**src/rtl/divider_control_if.sv**
```systemverilog
// Handshake and datapath-control bundle between the divider controller,
// the restoring-divider datapath and the requesting system.
interface divider_control_if;
    logic       start;
    logic       sign;
    logic       load;
    logic       add;
    logic       shift;
    logic       inbit;
    logic [1:0] sel;
    logic       busy;
    logic       done;

    modport master (
        input  start,
        input  sign,
        output load,
        output add,
        output shift,
        output inbit,
        output sel,
        output busy,
        output done
    );

    modport slave (
        output start,
        output sign,
        input  load,
        input  add,
        input  shift,
        input  inbit,
        input  sel,
        input  busy,
        input  done
    );
endinterface

```
**src/rtl/divider_control.sv**
```systemverilog
// Control FSM for an 8-bit / 7-bit restoring divider: one quotient bit per
// DIV cycle, using non-performing restoration driven by the adder sign.
module divider_control #(
    parameter int NBITS = 8,
    parameter int CNT_W = 3
) (
    input  logic             clk,
    input  logic             reset,
    divider_control_if.master bus
);

    localparam logic [1:0] IDLE = 2'd0;
    localparam logic [1:0] LOAD = 2'd1;
    localparam logic [1:0] DIV  = 2'd2;
    localparam logic [1:0] DONE = 2'd3;

    localparam logic [CNT_W-1:0] LAST_CNT = CNT_W'(NBITS - 1);

    logic [1:0]       state_q, state_d;
    logic [CNT_W-1:0] cnt_q, cnt_d;

    always_comb begin
        state_d = state_q;
        cnt_d   = cnt_q;
        case (state_q)
            IDLE: begin
                cnt_d = '0;
                if (bus.start) begin
                    state_d = LOAD;
                end
            end
            LOAD: begin
                state_d = DIV;
                cnt_d   = '0;
            end
            DIV: begin
                if (cnt_q == LAST_CNT) begin
                    state_d = DONE;
                    cnt_d   = '0;
                end else begin
                    cnt_d = cnt_q + CNT_W'(1);
                end
            end
            default: begin
                state_d = IDLE;
                cnt_d   = '0;
            end
        endcase
    end

    always_ff @(posedge clk or negedge reset) begin
        if (!reset) begin
            state_q <= IDLE;
            cnt_q   <= '0;
        end else begin
            state_q <= state_d;
            cnt_q   <= cnt_d;
        end
    end

    // Outputs decode from the registered state; only sel/inbit in DIV follow sign.
    always_comb begin
        bus.load  = 1'b0;
        bus.add   = 1'b0;
        bus.shift = 1'b0;
        bus.inbit = 1'b0;
        bus.sel   = 2'd3;
        bus.busy  = 1'b0;
        bus.done  = 1'b0;
        case (state_q)
            LOAD: begin
                bus.load  = 1'b1;
                bus.sel   = 2'd2;
                bus.shift = 1'b1;
                bus.busy  = 1'b1;
            end
            DIV: begin
                bus.shift = 1'b1;
                bus.busy  = 1'b1;
                if (bus.sign) begin
                    bus.sel   = 2'd3;
                    bus.inbit = 1'b0;
                end else begin
                    bus.sel   = 2'd1;
                    bus.inbit = 1'b1;
                end
            end
            DONE: begin
                bus.done = 1'b1;
            end
            default: begin
                bus.sel = 2'd3;
            end
        endcase
    end

endmodule

```
**src/flat_wrapper.sv**
```systemverilog
// flat-port wrapper written by rule: the top's interface ports become plain ports
module divider_control_flat 
#(
    parameter int NBITS = 8,
    parameter int CNT_W = 3
)
  (clk, reset, bus_start, bus_sign, bus_load, bus_add, bus_shift, bus_inbit, bus_sel, bus_busy, bus_done);
  divider_control_if bus_i ();
  input  logic clk;
  input  logic reset;
  input wire logic [$bits(bus_i.start)-1:0] bus_start;
  input wire logic [$bits(bus_i.sign)-1:0] bus_sign;
  output wire logic [$bits(bus_i.load)-1:0] bus_load;
  output wire logic [$bits(bus_i.add)-1:0] bus_add;
  output wire logic [$bits(bus_i.shift)-1:0] bus_shift;
  output wire logic [$bits(bus_i.inbit)-1:0] bus_inbit;
  output wire logic [$bits(bus_i.sel)-1:0] bus_sel;
  output wire logic [$bits(bus_i.busy)-1:0] bus_busy;
  output wire logic [$bits(bus_i.done)-1:0] bus_done;
  assign bus_i.start = bus_start;
  assign bus_i.sign = bus_sign;
  assign bus_load = bus_i.load;
  assign bus_add = bus_i.add;
  assign bus_shift = bus_i.shift;
  assign bus_inbit = bus_i.inbit;
  assign bus_sel = bus_i.sel;
  assign bus_busy = bus_i.busy;
  assign bus_done = bus_i.done;
  divider_control #(.NBITS(NBITS), .CNT_W(CNT_W)) u_core (.clk(clk), .reset(reset), .bus(bus_i));
endmodule
```
**config.mk**
```make
export PLATFORM = sky130hd
export DESIGN_NAME = divider_control_flat
export DESIGN_NICKNAME = d
export VERILOG_FILES = /design/src/rtl/divider_control_if.sv /design/src/rtl/divider_control.sv /design/src/flat_wrapper.sv
export SDC_FILE = /design/constraint.sdc
export NUM_CORES = 1
export LEC_CHECK = 0
export BUFFER_PORTS_ARGS = -buffer_cell sky130_fd_sc_hd__buf_2
export CAP_MARGIN = 20
export CORE_AREA = 5 5 42 44
export CTS_CLUSTER_DIAMETER = 40
export DETAILED_ROUTE_END_ITERATION = 10
export DIE_AREA = 0 0 47 49
export PLACE_DENSITY_LB_ADDON = 0.15
export SYNTH_ARGS = -nofsm -noshare
export SYNTH_HDL_FRONTEND = slang
export SYNTH_SLANG_ARGS = --single-unit
```
**constraint.sdc**
```tcl
create_clock -name clk -period 1.5 [get_ports clk]
set_input_delay 0.075 -clock clk [delete_from_list [all_inputs] [get_ports clk]]
set_output_delay 0.075 -clock clk [all_outputs]
set_load 0.005 [all_outputs]
```
# == Word-level counts from Yosys, hierarchy flattened ==
# Index checks and enable logic that the tools add are counted.
# totals
register_bits,5
in_bits,4
output_inout_bits,8
word_cells,24
# classes
add_sub_neg,1
n_eq_ne,6
n_mux,12
n_reduce_logical,3
# ops
cell,n
$mux W2,3
$mux W3,2
$pmux W2 S3,1
$mux W1,5
$eq A2 B2 Y1 const B,2
$pmux W2 S2,1
$add A3 B1 Y3 const B,1
$eq A3 B3 Y1 const B,1
$eq A2 B1 Y1 const B,1
$logic_not A2 Y1,1
$ne A2 B1 Y1 const B,1
$ne A2 B2 Y1 const B,1
$reduce_and A2 Y1,1
$reduce_or A2 Y1,1

# == Logic depth before layout (Yosys ltp) ==
# Gate-level depths: netlist (run 1).
# depth
ltp_word,3
ltp_mapped,5
depth_no_buf,5

# == Least setup slack after synthesis (run 1) ==
# No wires, ideal clock.
# synth_path
path_type,register to register
from,register u_core.state_q[0]
to,register u_core.state_q[1]
setup_time_ns,0.125
arrival_time_ns,1.291
required_time_ns,1.375
setup_slack_ns,0.084
path_stages_with_launch,6
path_buffers,0
period_less_slack_ns,1.416
path_cell_list,dfrtp_1 > inv_1 > ha_1 > nor2b_4 > a21o_1 > mux2_4
# synth_via
elab_chain_len,3
elab_cells_between_ends,7
classes_between,eq/ne (4); mux (1); reduce/logical (2)
# synth_rtl
element,line,source
from (decl),divider_control.sv:19,"logic [1:0] state_q, state_d;"
from (signal assigned),divider_control.sv:56,state_q <= state_d;
$eq A2 B2 Y1 or $logic_not A2 Y1 (tied branches),divider_control.sv:25,case (state_q)
$ne A2 B1 Y1 (no line) or $ne A2 B2 Y1 (tied branches),--,
$reduce_and A2 Y1 (no line),--,
# Parallel ways exist; a longest one is shown, timed or not.
# A chain may end at the register's enable or synchronous reset.

# == Final worst setup path (run 1) ==
# layout_path
from,register u_core.cnt_q[0]
to,register u_core.state_q[1]
# layout_via
elab_chain_len,3
# layout_rtl
element,line,source
from (decl),divider_control.sv:20,"logic [CNT_W-1:0] cnt_q, cnt_d;"
from (signal assigned),divider_control.sv:57,cnt_q <= cnt_d;
$eq A3 B3 Y1,divider_control.sv:37,if (cnt_q == LAST_CNT) begin
$ne A2 B1 Y1 (no line),--,
$reduce_and A2 Y1 (no line),--,
# Every way passes these cells.

==> results of run 1 <==
[per-layer routing]
metal / vias to the layer above / global-route usage
met2: 10 / 0.0860
li1: 132 / -
met5: - / 0
met1: 123 / 0.0713
met3: 0 / 0.0517
met4: 0 / 0.0415
[cell usage in the layout, fill, tap and decap left out]
cell	netlist	layout
nor2_1	1	1
and2_1	2	2
nor2b_4	1	1
nor3b_1	1	1
dfrtp_1	5	5
dlygate4sd3_1	0	1
nand2_1	1	1
buf_4	2	2
ha_2	0	1
conb_1	1	1
clkbuf_1	0	1
ha_1	9	8
nor2b_1	1	1
a21o_1	2	2
mux2_4	1	1
buf_2	0	10
clkbuf_4	0	3
inv_1	4	4
nand3b_1	1	1
a2111oi_2	1	1
[synth_stat cells]
cell type	count	share of area
nand3b_1	1	0.020
nor3b_1	1	0.020
a2111oi_2	1	0.040
and2_1	2	0.034
inv_1	4	0.040
ha_1	9	0.30
nand2_1	1	0.010
a21o_1	2	0.040
dfrtp_1	5	0.34
conb_1	1	0.010
nor2b_4	1	0.037
nor2_1	1	0.010
mux2_4	1	0.040
nor2b_1	1	0.017
buf_4	2	0.040
[per-stage QoR]
stage                     setup WS, ns  hold slack (ns)  area (µm²)  instances  utilization
after global routing            0.0162            0.168         480         64        0.343
after CTS                       0.0408            0.166         480         64        0.343
after detailed placement       0.00518           -0.107         442         59        0.315
after global placement          0.0359           -0.109         442         59        0.315
final                           0.0526            0.172         480         64        0.343
after floorplan                 0.0841           -0.221         372         33            -
[power by group through the flow]
stage	sequential (W)	combinational, W	clock (W)
finish	0.000217	0.000615	0.000152
floorplan	0.000233	0.000412	0
global placement	0.000216	0.000612	0
CTS	0.000218	0.000632	0.000162
detailed placement	0.000220	0.000627	0
global route	0.000221	0.000694	0.000174
[state kept, by name, summed over array words and instances, names as in the netlist]
name and flops:
u_core.cnt_q 3, u_core.state_q 2
[worst min path at each step]
stage	start	endpoint	slack [ns]	cells after the start
6_report	reset	u_core.state_q[0]	0.17	2
5_1_grt	reset	u_core.state_q[0]	0.17	2
4_1_cts	reset	u_core.state_q[0]	0.17	2
3_5_place_dp	reset	u_core.state_q[0]	-0.11	1
3_3_place_gp	reset	u_core.state_q[0]	-0.11	1
2_1_floorplan	reset	u_core.cnt_q[0]	-0.22	0
[layout make-up]
| type | count | area share |
|---|---|---|
| Timing Repair Buffer | 13 | 0.156 |
| Tap cell | 16 | 0.0417 |
| Sequential cell | 5 | 0.260 |
| Clock buffer | 4 | 0.0547 |
| Inverter | 4 | 0.0312 |
| Multi-Input combinational cell | 22 | 0.456 |
[timing repair]
item                       4_1_cts  5_1_grt
hold endpoints to repair         5        0
hold buffers                     1        0
setup endpoints to repair        1        0
buffers inserted                 0        0
resized for setup                1        0
[kinds of logic after synthesis]
logic type / synth area share
flip-flops: 0.337
multiplexers: 0.0404
buffers and inverters: 0.0808
AO/OA/AOI/OAI: 0.0808
other: 0.0101
AND/OR/NAND/NOR: 0.148
adder cells (fa/ha/maj): 0.303
==> flow_summary.toml, run 1 <==
[synth]
ys_types = 15
synth_area_um2 = 372
ys_seq_area_frac = 0.337
synth_cells = 33
postSynthAreaPerCell_um2 = 11.3
ys_seq_elements = 5
synth_warnings = 0
synth_nets = 46

[cts]
cts-root-buf = "clkbuf_4"
clock_latency_ns = 0.24
cts_made_buffers = 3
h-tree-depth = 1
cts_max_path_buffers = 2
clk_pin_slew_ns = 0.04
clock-sinks = 5
cts_tree = "yes"

[sta]
period_minus_slack_ns = 1.45
setup_tns_ns = 0
finalSetupViolCount = 0
rsz0062_at_grt = "false"
fin_skew_ns = 0.000238
fin_crit_sh = 0.965
slew_viol_final = 0
clock.fmax_mhz = 691
final_hold_viol_count = 0

[min_path]
hold_path_class = "in2async"

[global_route]
grt_use_total = 0.0658
grt_pass1_vias = 262
grt_pass1_wl_um = 1040
grt_max_degree = 6
antenna_found_initial = 0
grt_overflow_total = 0

[finish]
final.fill_count = 159
register_area_um2 = 125
fin_nets = 62
drive_gt1_frac = 0.396
multi_input_area_um2 = 219
syn_to_final_growth_pct = 29.3
n_antenna_cell = 0

[power]
swShare = 0.370
power_density_nw_per_um2 = 2050
switchingPower_w = 0.000364
ir_worst_vdd_uv = 940
p_comb_frac = 0.625
p_seq_frac = 0.220
power_leakage_nw = 0.276
clkPwrFrac = 0.155
total_power_w = 0.000984
p_int_w = 0.000620

[setup_path]
critPathCapture = "u_core.state_q[1]"
ff2ff_path_depth = 5
start_kind = "register"
critPathSlowestCell = "dfrtp_1"
required_ns = 1.62
max_stage_delay_ns = 0.37
reg2reg_setup_slack_ns = 0.05
crit_cells = 5
critPathKind = "reg2reg"
crit_chain = "ha_1, ha_2, nor2b_4, a21o_1, mux2_4"
crit_buf_inv = 0
r2r_end = "u_core.state_q[1]"
worstSetupEndpointType = "register"
critical_path.max_fanout = 2
critPathArrivalTime_ns = 1.57
startpoint = "u_core.cnt_q[0]"
cpLargestDelayFamily = "adder cells"
worstReg2RegStart = "u_core.cnt_q[0]"

[route]
wl_met3_um = 88
vias_per_cell = 4.14
routedWlPerCell_um = 9.81
ant_nets = 0
top_layer = "met3"
routed-wl-met2_um = 287
detailroute.via_count = 265
drt-pass1-iter-count = 2
drc = 0
drt_iter0_markers = 1
drt-total-wl_um = 628
wl_met1_um = 253

[placement]
place.gp.congestion = 0.692
portBuffers = 10
dp_hpwl_um = 565

[floorplanning]
die_height_um = 49
start_util = 0.265
rows = 14
fp.dieW_um = 47
io_pins = 12
core-area_um2 = 1400
dieArea_um2 = 2300

[flow_run]
cap_viol_max_count = 0

[status]
status = "completed"
Power figures use the tool's default switching activity.
==> run 2: changes to the inputs <==
Settings changed: CELL_PAD_IN_SITES_DETAIL_PLACEMENT set to 1, CELL_PAD_IN_SITES_GLOBAL_PLACEMENT set to 2, CORE_AREA 5 5 42 44 to unset, CORE_MARGIN set to 5, CORE_UTILIZATION set to 25, DIE_AREA 0 0 47 49 to unset.
==> run 2 against run 1 <==
  * Flip-flop and latch count is the same
  * Highest routed layer is now met4
  * Count of clock-buffer cells in the layout is the same
  * Utilization grew 0.48 points
  * Fmax shrank 0.51%
  * Critical path type unchanged
  * Largest power group unchanged
  * Clock skew is essentially flat
  * Routed wire length grew 29%
  * Combinational power grew 8.5%
  * Cell count grew 3.1%
  * Via count grew 3.0%
==> flow_summary.toml, run 2 (synthesis gave the netlist of run 1 again) <==
[power]
total_power_w = 0.00105
ir_worst_vdd_uv = 659
power_density_nw_per_um2 = 2080
power_leakage_nw = 0.286

[global_route]
grt_max_degree = 6
grt_overflow_total = 0
grt_pass1_wl_um = 1320
grt_pass1_vias = 295
antenna_found_initial = 0
grt_use_total = 0.0789

[floorplanning]
core-area_um2 = 1450
die_height_um = 48.6
fp.dieW_um = 48.6
io_pins = 12
start_util = 0.256
dieArea_um2 = 2360
rows = 14

[setup_path]
critPathKind = "reg2reg"
critPathArrivalTime_ns = 1.58
ff2ff_path_depth = 5
worstSetupEndpointType = "register"
crit_chain = "ha_1, ha_4, nor2b_4, a21o_1, mux2_4"
crit_buf_inv = 0
cpLargestDelayFamily = "adder cells"
startpoint = "u_core.cnt_q[0]"
max_stage_delay_ns = 0.38
critPathSlowestCell = "dfrtp_1"
start_kind = "register"
r2r_end = "u_core.state_q[1]"
reg2reg_setup_slack_ns = 0.05
worstReg2RegStart = "u_core.cnt_q[0]"
required_ns = 1.63
critical_path.max_fanout = 2

[placement]
dp_hpwl_um = 631
portBuffers = 10
dp_cells = 60
placed_cell_area_um2 = 449
pre_cts_ws_ns = 0.00289
place.gp.congestion = 0.693

[cts]
clock_latency_ns = 0.24
h-tree-depth = 1
cts-root-buf = "clkbuf_4"
clk_pin_slew_ns = 0.04
clock-sinks = 5
cts_made_buffers = 3
cts_tree = "yes"
cts_max_path_buffers = 2

[finish]
syn_to_final_growth_pct = 36.0
fin_nets = 64
fin_area_um2 = 505
largest_register = "u_core.cnt_q"
largest_reg_flops = 3
drive_gt1_frac = 0.420
top_regs = "u_core.cnt_q x3, u_core.state_q x2"
mostFrequentLayoutCells = "buf_2, ha_1, dfrtp_1, inv_1, buf_4"
post_layout_nonfiller_instances = 66
n_antenna_cell = 0
final.fill_count = 172
final_common_cell = "buf_2"

[route]
drt_iter0_markers = 0
drt-total-wl_um = 809
routedWlPerCell_um = 12.3
ant_nets = 0
drc = 0
vias_per_cell = 4.14
detailroute.via_count = 273
drt-pass1-iter-count = 1

[sta]
clock.fmax_mhz = 687
period_minus_slack_ns = 1.45
slew_viol_final = 0
rsz0062_at_grt = "false"
finalSetupViolCount = 0
setup_ws_ns = 0.0452
setup_tns_ns = 0
final_hold_viol_count = 0
fin_crit_sh = 0.970
fin_skew_ns = 0.000577

[status]
status = "completed"

[flow_run]
cap_viol_max_count = 0

[min_path]
hold_path_class = "in2async"
-- run 2: per-stage QoR --
stage | utilization | hold WS, ns
floorplan | - | -0.221
global placement | 0.309 | -0.109
detailed placement | 0.309 | -0.103
CTS | 0.336 | 0.173
global route | 0.348 | 0.201
finish | 0.348 | 0.183
-- run 2: worst max-delay path by stage --
stage | end | slack, ns | cells past startpoint
CTS | u_core.state_q[1] | 0.04 | 5
global placement | u_core.state_q[1] | 0.06 | 5
floorplan | u_core.state_q[1] | 0.08 | 5
finish | u_core.state_q[1] | 0.05 | 5
detailed placement | u_core.state_q[1] | 0.003 | 5
global route | u_core.state_q[1] | 0.0001 | 5
-- run 2: per-layer routing --
| layer | vias up | track usage | routed length, µm |
|---|---|---|---|
| met1 | 128 | 0.0618 | 273 |
| met3 | 2 | 0.0399 | 44 |
| met5 | - | 0 | 0 |
| met2 | 8 | 0.133 | 464 |
| met4 | 0 | 0.0807 | 27 |
| li1 | 135 | - | - |
-- run 2: repair_timing --
| action | in CTS | in global routing |
|---|---|---|
| gates resized for setup | 1 | 1 |
| setup endpoints to repair | 1 | 1 |
| hold buffers | 1 | 0 |
| buffers inserted | 0 | 1 |
| pin swaps | 0 | 0 |
| hold endpoints to repair | 5 | 0 |
-- run 2: layout make-up --
type / count / area [µm²] / area share
Multi-Input combinational cell: 22 / 229 / 0.453
Sequential cell: 5 / 125 / 0.248
Timing Repair Buffer: 15 / 90.1 / 0.178
Clock buffer: 4 / 26.3 / 0.0520
Tap cell: 16 / 20.0 / 0.0396
Inverter: 4 / 15.0 / 0.0297
-- run 2: report_power, final --
part | internal [W] | total, W | leakage, nW | switching (W)
Sequential | 0.000189 | 0.000228 | 0.0645 | 0.0000389
Clock | 0.000101 | 0.000155 | 0.0150 | 0.0000545
Combinational | 0.000369 | 0.000667 | 0.207 | 0.000298
Total | 0.000659 | 0.00105 | 0.286 | 0.000391
